**src/rtl/change_dispenser.sv**
```systemverilog
// Change-payout engine: pays an amount out as 50/10/5/1 coins over a valid/ack
// hopper handshake. Picks greedily within per-denomination inventory and reports any unpaid remainder.
module change_dispenser #(
    parameter logic [7:0] INIT_CNT_50 = 8'd20,
    parameter logic [7:0] INIT_CNT_10 = 8'd20,
    parameter logic [7:0] INIT_CNT_5  = 8'd20,
    parameter logic [7:0] INIT_CNT_1  = 8'd20
) (
    input  logic       clk,
    input  logic       reset,
    input  logic       change_valid,
    input  logic [7:0] change_amount,
    output logic       change_ready,
    output logic [7:0] coin_out,
    output logic       coin_valid,
    input  logic       coin_ack,
    input  logic       refill_valid,
    input  logic [1:0] refill_denom,
    input  logic [7:0] refill_count,
    output logic       done,
    output logic [7:0] shortfall,
    output logic [1:0] state
);

    // state  | meaning
    // IDLE   | waiting for a change request
    // SELECT | choosing the next coin (one cycle)
    // EMIT   | coin offered, waiting for hopper ack
    // FINISH | done pulse, shortfall latched
    typedef enum logic [1:0] {
        IDLE   = 2'd0,
        SELECT = 2'd1,
        EMIT   = 2'd2,
        FINISH = 2'd3
    } state_t;

    state_t     st;
    logic [7:0] remaining;
    logic [1:0] sel_idx;
    logic [7:0] cnt [4];
    logic [7:0] cnt_next [4];
    logic       found;
    logic [1:0] pick_idx;
    logic       dec_en;

    // Inventory index order is 0:50, 1:10, 2:5, 3:1 (matches refill_denom)
    function automatic logic [7:0] den_of(input logic [1:0] idx);
        case (idx)
            2'd0:    return 8'd50;
            2'd1:    return 8'd10;
            2'd2:    return 8'd5;
            default: return 8'd1;
        endcase
    endfunction

    function automatic logic [7:0] sat_add(input logic [7:0] a, input logic [7:0] b);
        logic [8:0] s;
        s = {1'b0, a} + {1'b0, b};
        return s[8] ? 8'hFF : s[7:0];
    endfunction

    assign change_ready = (st == IDLE) && !reset;
    assign state        = st;
    assign dec_en       = (st == EMIT) && coin_valid && coin_ack;

    // Scan smallest to largest so the last hit is the largest usable coin
    always_comb begin
        found    = 1'b0;
        pick_idx = 2'd0;
        for (int i = 3; i >= 0; i--) begin
            if (den_of(2'(i)) <= remaining && cnt[i] != 8'd0) begin
                found    = 1'b1;
                pick_idx = 2'(i);
            end
        end
    end

    // Refill saturates first, then a same-cycle ack takes one coin off the result
    always_comb begin
        for (int i = 0; i < 4; i++) begin
            cnt_next[i] = cnt[i];
            if (refill_valid && refill_denom == 2'(i))
                cnt_next[i] = sat_add(cnt[i], refill_count);
            if (dec_en && sel_idx == 2'(i))
                cnt_next[i] = cnt_next[i] - 8'd1;
        end
    end

    always_ff @(posedge clk) begin
        if (reset) begin
            st         <= IDLE;
            coin_valid <= 1'b0;
            coin_out   <= 8'd0;
            done       <= 1'b0;
            shortfall  <= 8'd0;
            remaining  <= 8'd0;
            sel_idx    <= 2'd0;
            cnt[0]     <= INIT_CNT_50;
            cnt[1]     <= INIT_CNT_10;
            cnt[2]     <= INIT_CNT_5;
            cnt[3]     <= INIT_CNT_1;
        end else begin
            for (int i = 0; i < 4; i++)
                cnt[i] <= cnt_next[i];
            done <= 1'b0;
            case (st)
                IDLE: begin
                    if (change_valid) begin
                        remaining <= change_amount;
                        shortfall <= 8'd0;
                        st        <= SELECT;
                    end
                end
                SELECT: begin
                    if (found) begin
                        coin_out   <= den_of(pick_idx);
                        coin_valid <= 1'b1;
                        sel_idx    <= pick_idx;
                        st         <= EMIT;
                    end else begin
                        done      <= 1'b1;
                        shortfall <= remaining;
                        st        <= FINISH;
                    end
                end
                EMIT: begin
                    if (coin_ack) begin
                        remaining  <= remaining - coin_out;
                        coin_valid <= 1'b0;
                        coin_out   <= 8'd0;
                        st         <= SELECT;
                    end
                end
                FINISH: begin
                    st <= IDLE;
                end
                default: st <= IDLE;
            endcase
        end
    end

endmodule

```
**config.mk**
```make
export PLATFORM = sky130hd
export DESIGN_NAME = change_dispenser
export DESIGN_NICKNAME = d
export VERILOG_FILES = /design/src/rtl/change_dispenser.sv
export SDC_FILE = /design/constraint.sdc
export NUM_CORES = 1
export LEC_CHECK = 0
export ABC_AREA = 0
export BUFFER_PORTS_ARGS = -buffer_cell sky130_fd_sc_hd__buf_2
export CAP_MARGIN = 20
export CORE_UTILIZATION = 55
export DETAILED_ROUTE_END_ITERATION = 10
export GPL_TIMING_DRIVEN = 1
export HOLD_SLACK_MARGIN = 0.03
export PLACE_DENSITY = 0.82
export SYNTH_ARGS = -nofsm -noshare
export SYNTH_HDL_FRONTEND = slang
export SYNTH_SLANG_ARGS = --single-unit
```
**constraint.sdc**
```tcl
create_clock -name clk -period 6.3 [get_ports clk]
set_clock_uncertainty 0.15 [all_clocks]
set_input_delay 0.63 -clock clk [delete_from_list [all_inputs] [get_ports clk]]
set_output_delay 0.63 -clock clk [all_outputs]
set_load 0.03 [all_outputs]
```
==> out/results.md <==
| Step | Parameter | Reported |
| --- | --- | --- |
| status | Outcome | complete, no violations |
| synthesis | Gate count of the mapped netlist | 621 |
| power | Power share of the combinational group | 29.9% |
| global route | Number of global-route vias before repair | 4,360 |
| placed design | Post-DP HPWL | 9750 um |
| synthesis | Async SR Flop Fraction | 0% |
| cells and area | Synthesis-to-layout area growth | 10.1% |
| detailed routing | Vias post-DR | 4,933 |
| detailed routing | Number of remaining DRC errors | 0 |
| worst setup path | R2R setup slack | 2.76 ns |
| cells and area | Fin nets | 725 |
| detailed routing | Post-Route WL | 13,000 um |
| clock tree | Cts-stage hold buffer count | 0 |
| synthesis | Post-synth EDFFs | 0 |
| floorplan | Placement row count | 33 |
| placed design | GP Congestion | 0.990 |
| floorplan | Die H | 95.9 um |
| power | Maximum ir drop on the vdd rail | 0.164 mV |
| worst setup path | Arrival time of the worst setup path | 3.69 ns |
| synthesis | Top cell type by total area after synthesis | sky130_fd_sc_hd__dfxtp_1 |
| timing | Setup TNS Final | 0 ns |
| global route | Overflow left after global routing | 0 |
| min path | Origin of the worst min-delay path | shortfall[2]$_SDFFE_PP0P_ |
| cells and area | Fraction of final layout cells sized beyond drive strength 1 | 10.9% |
| worst setup path | Kind of start point of the critical path | primary input |
| floorplan | Chip width | 95.9 um |
| synthesis | Largest cells by area after synthesis | sky130_fd_sc_hd__dfxtp_1, sky130_fd_sc_hd__ha_1, sky130_fd_sc_hd__nor2_1, sky130_fd_sc_hd__a21oi_1, sky130_fd_sc_hd__nand2_1 |
| min path | Class of the tightest hold or removal check | flip-flop to flip-flop |
| clock tree | # Post-CTS Setup Buffers | 0 |
| clock tree | Number of buffers on the longest clock path | 2 |
| floorplan | Die outline area | 9200 um2 |
| power | Switching power | 411 uW |
| synthesis | Synth Flop Type | sky130_fd_sc_hd__dfxtp_1 |
| floorplan | Total core area | 8380 um2 |
| worst setup path | Reg2reg start | cnt[2][0]$_SDFF_PP0_ |
| detailed routing | First-iteration detailed-routing DRC count | 340 |
| placed design | Cell area reported after detailed placement | 5110 um2 |
| timing | Final period util | 57.8% |
| detailed routing | Number of nets still failing antenna checks after routing | 0 |
| detailed routing | Detailed-route wire length per cell | 17.0 um |
| clock tree | Number of clock buffers inserted by TritonCTS | 9 |
| min path | Hold Crit Endpoint | shortfall[2]$_SDFFE_PP0P_ |
| worst setup path | Nature of the critical path endpoint | flip-flop |
| synthesis | Count of state elements after synthesis | 59 |
| timing | Fmax | 0.274 GHz |
| clock tree | Maximum level of the CTS H-tree | 3 |
| min path | Worst hold path cell count | 2 |
| worst setup path | Maximum fanout encountered on the critical timing path | 5 |
| timing | Number of hold violations in the final report | 0 |
| detailed routing | Count of TritonRoute iterations in the first routing pass | 5 |
| worst setup path | Worst setup path class | primary input to flip-flop |
| power | Clock power share | 33.7% |
| synthesis | Distinct cell type count after synthesis | 70 |
| clock tree | Post-CTS resize count | 0 |
| worst setup path | Critical Path RT | 6.35 ns |
| synthesis | Synth warnings | 0 |
| global route | Total global routing track utilization | 29.1% |
| power | Static leakage | 0.00217 uW |
| global route | Wire length of the first global-routing pass | 20,600 um |
| synthesis | Summed instance area of the synthesized netlist | 4850 um2 |
| clock tree | Clock tree root buffer cell | sky130_fd_sc_hd__clkbuf_8 |
| worst setup path | Worst reg2reg path depth | 11 |
| synthesis | Synthesized area per cell | 7.81 um2 |
| clock tree | Clock tree from TritonCTS | built |
| cells and area | Ant. Diodes | 0 |
| timing | Slew HR | 31.6% |
| timing | Slew @ Worst Pin | 1.03 ns |
| placed design | Number of input and output port buffers inserted | 41 |
| floorplan | I/O Pins | 44 |
| clock tree | Num Clock Sinks | 59 |
| synthesis | Area fraction of the dominant cell type after synthesis | 24.3% |
| floorplan | Effective utilization at floorplan | 57.9% |
| cells and area | Final design area excluding fillers | 5340 um2 |
| flow run | Max-Cap Viols | 0 |
| global route | Largest net degree at the start of global routing | 56 |
| power | Sequential fraction of design power | 36.4% |
| detailed routing | Vias per inst | 6.45 |
| worst setup path | Endpoint of the worst-slack reg-to-reg timing path | cnt[2][6]$_SDFF_PP0_ |
| power | Power density normalized to cell area | 221 nW/um2 |
| power | Internal power | 769 uW |
| timing | Setup repair after global routing missed its margin | false |
| timing | Number of slew-limit violations in the final report | 0 |
| global route | Number of antenna violations at the first check in global routing | 0 |
| timing | Min Tclk post-route | 3.64 ns |
| timing | Final number of setup-violating endpoints | 0 |
| synthesis | Sequential-to-total area share from yosys stat | 24.3% |
| clock tree | Clock insertion delay at the later pin of the skew report | 0.35 ns |
| power | Switching portion of total power | 34.8% |
| clock tree | Clock transition at path regs | 0.07 ns |
==> state kept, by name, summed over array words and instances (netlist names) <==
signal,count
coin_valid,1
state,2
coin_out,5
sel_idx,2
done,1
shortfall,8
remaining,8
cnt,32
==> power by group through the flow <==
stage	Sequential [uW]	Clock (uW)	Combinational, uW
detailed placement	436	0	344
finish	430	398	353
floorplan	435	0	262
global placement	435	0	333
global route	432	420	393
CTS	428	400	347
==> critical path, stage by stage <==
cell	delay, ns
sky130_fd_sc_hd__buf_2	0.15
sky130_fd_sc_hd__ha_1	0.25
sky130_fd_sc_hd__fa_1	0.43
sky130_fd_sc_hd__a211oi_1	0.31
sky130_fd_sc_hd__nor3_1	0.16
sky130_fd_sc_hd__or2_1	0.30
sky130_fd_sc_hd__o22ai_1	0.25
sky130_fd_sc_hd__ha_1	0.22
sky130_fd_sc_hd__o2111ai_1	0.17
sky130_fd_sc_hd__a2111oi_1	0.55
sky130_fd_sc_hd__xor2_1	0.21
sky130_fd_sc_hd__nor2_1	0.05
==> metal layers <==
layer / part of all wire (%) / vias up / track usage, %
met5: 0 / - / 0
met4: 3.0 / 0 / 11.8
met3: 7.9 / 36 / 6.08
met2: 44 / 234 / 45.6
met1: 45 / 2271 / 38.7
li1: - / 2392 / -
==> cell families (layout without fill, tap and decap cells) <==
logic type,Yosys count,count (layout),share of synthesized area (%)
buf+inv,38,76,3.17
other cells,1,2,0.0773
fa+ha+maj,47,47,12.9
compound gates,200,200,27.9
mux,10,10,2.17
simple gates,232,232,23.3
flops,59,59,24.3
xor+xnor,34,34,6.14
==> cell usage after synthesis (6+ instances only) <==
cell,n
sky130_fd_sc_hd__clkbuf_1,17
sky130_fd_sc_hd__o32ai_1,6
sky130_fd_sc_hd__nor3_1,14
sky130_fd_sc_hd__nor3b_1,6
sky130_fd_sc_hd__nand2_1,49
sky130_fd_sc_hd__nand2b_1,7
sky130_fd_sc_hd__o211ai_1,8
sky130_fd_sc_hd__inv_1,17
sky130_fd_sc_hd__ha_1,42
sky130_fd_sc_hd__nor4_1,12
sky130_fd_sc_hd__or3_1,7
sky130_fd_sc_hd__a21o_1,12
sky130_fd_sc_hd__xor2_1,20
sky130_fd_sc_hd__nand3_1,11
sky130_fd_sc_hd__nor2b_1,9
sky130_fd_sc_hd__xnor2_1,14
sky130_fd_sc_hd__a21oi_1,54
sky130_fd_sc_hd__o21ai_0,25
sky130_fd_sc_hd__mux2i_1,6
sky130_fd_sc_hd__o22ai_1,17
sky130_fd_sc_hd__nand3b_1,9
sky130_fd_sc_hd__nor2_1,83
sky130_fd_sc_hd__dfxtp_1,59
sky130_fd_sc_hd__o21a_1,7
sky130_fd_sc_hd__a211oi_1,15
==> stage by stage <==
step	setup slack (ns)	hold slack [ns]	std cells	power, uW	utilization (%)
floorplan	2.89	0.325	622	696	-
global placement	2.54	0.287	749	768	61.0
detailed placement	2.34	0.292	749	780	61.0
CTS	2.69	0.301	765	1180	63.7
global route	2.44	0.324	765	1240	63.7
finish	2.66	0.304	765	1180	63.7
==> cell usage in the layout, fill, tap and decap left out, types with 8 or more instances in the layout <==
cell type	n
sky130_fd_sc_hd__clkbuf_8	10
sky130_fd_sc_hd__nor2b_1	9
sky130_fd_sc_hd__nand2_1	49
sky130_fd_sc_hd__xor2_1	20
sky130_fd_sc_hd__a21oi_1	54
sky130_fd_sc_hd__a21o_1	12
sky130_fd_sc_hd__o21ai_0	25
sky130_fd_sc_hd__nand3b_1	9
sky130_fd_sc_hd__nor2_1	83
sky130_fd_sc_hd__o22ai_1	17
sky130_fd_sc_hd__o211ai_1	8
sky130_fd_sc_hd__buf_2	41
sky130_fd_sc_hd__nand3_1	11
sky130_fd_sc_hd__nor4_1	12
sky130_fd_sc_hd__inv_1	17
sky130_fd_sc_hd__ha_1	42
sky130_fd_sc_hd__xnor2_1	14
sky130_fd_sc_hd__dfxtp_1	59
sky130_fd_sc_hd__nor3_1	14
sky130_fd_sc_hd__a211oi_1	15
==> layout make-up <==
cell class / instances / area, um2
clock buffers: 10 / 138
clock inverters: 6 / 88.8
fillers: 746 / 3040
inverters: 18 / 67.6
multi-input cells: 525 / 3520
flip-flops and latches: 59 / 1180
well taps: 105 / 131
repair buffers: 42 / 213
==> worst max path at each step <==
stage                                      end  depth (start not counted)            start
after floorplan           cnt[2][6]$_SDFF_PP0_                         11  refill_count[0]
after CTS                 cnt[2][6]$_SDFF_PP0_                         12  refill_count[0]
after global placement    cnt[2][6]$_SDFF_PP0_                         12  refill_count[0]
after detailed placement  cnt[2][6]$_SDFF_PP0_                         12  refill_count[0]
final                     cnt[2][6]$_SDFF_PP0_                         12  refill_count[0]
after global routing      cnt[0][6]$_SDFF_PP0_                         13  refill_count[0]
Note: power is estimated with default switching activity, not from simulation.
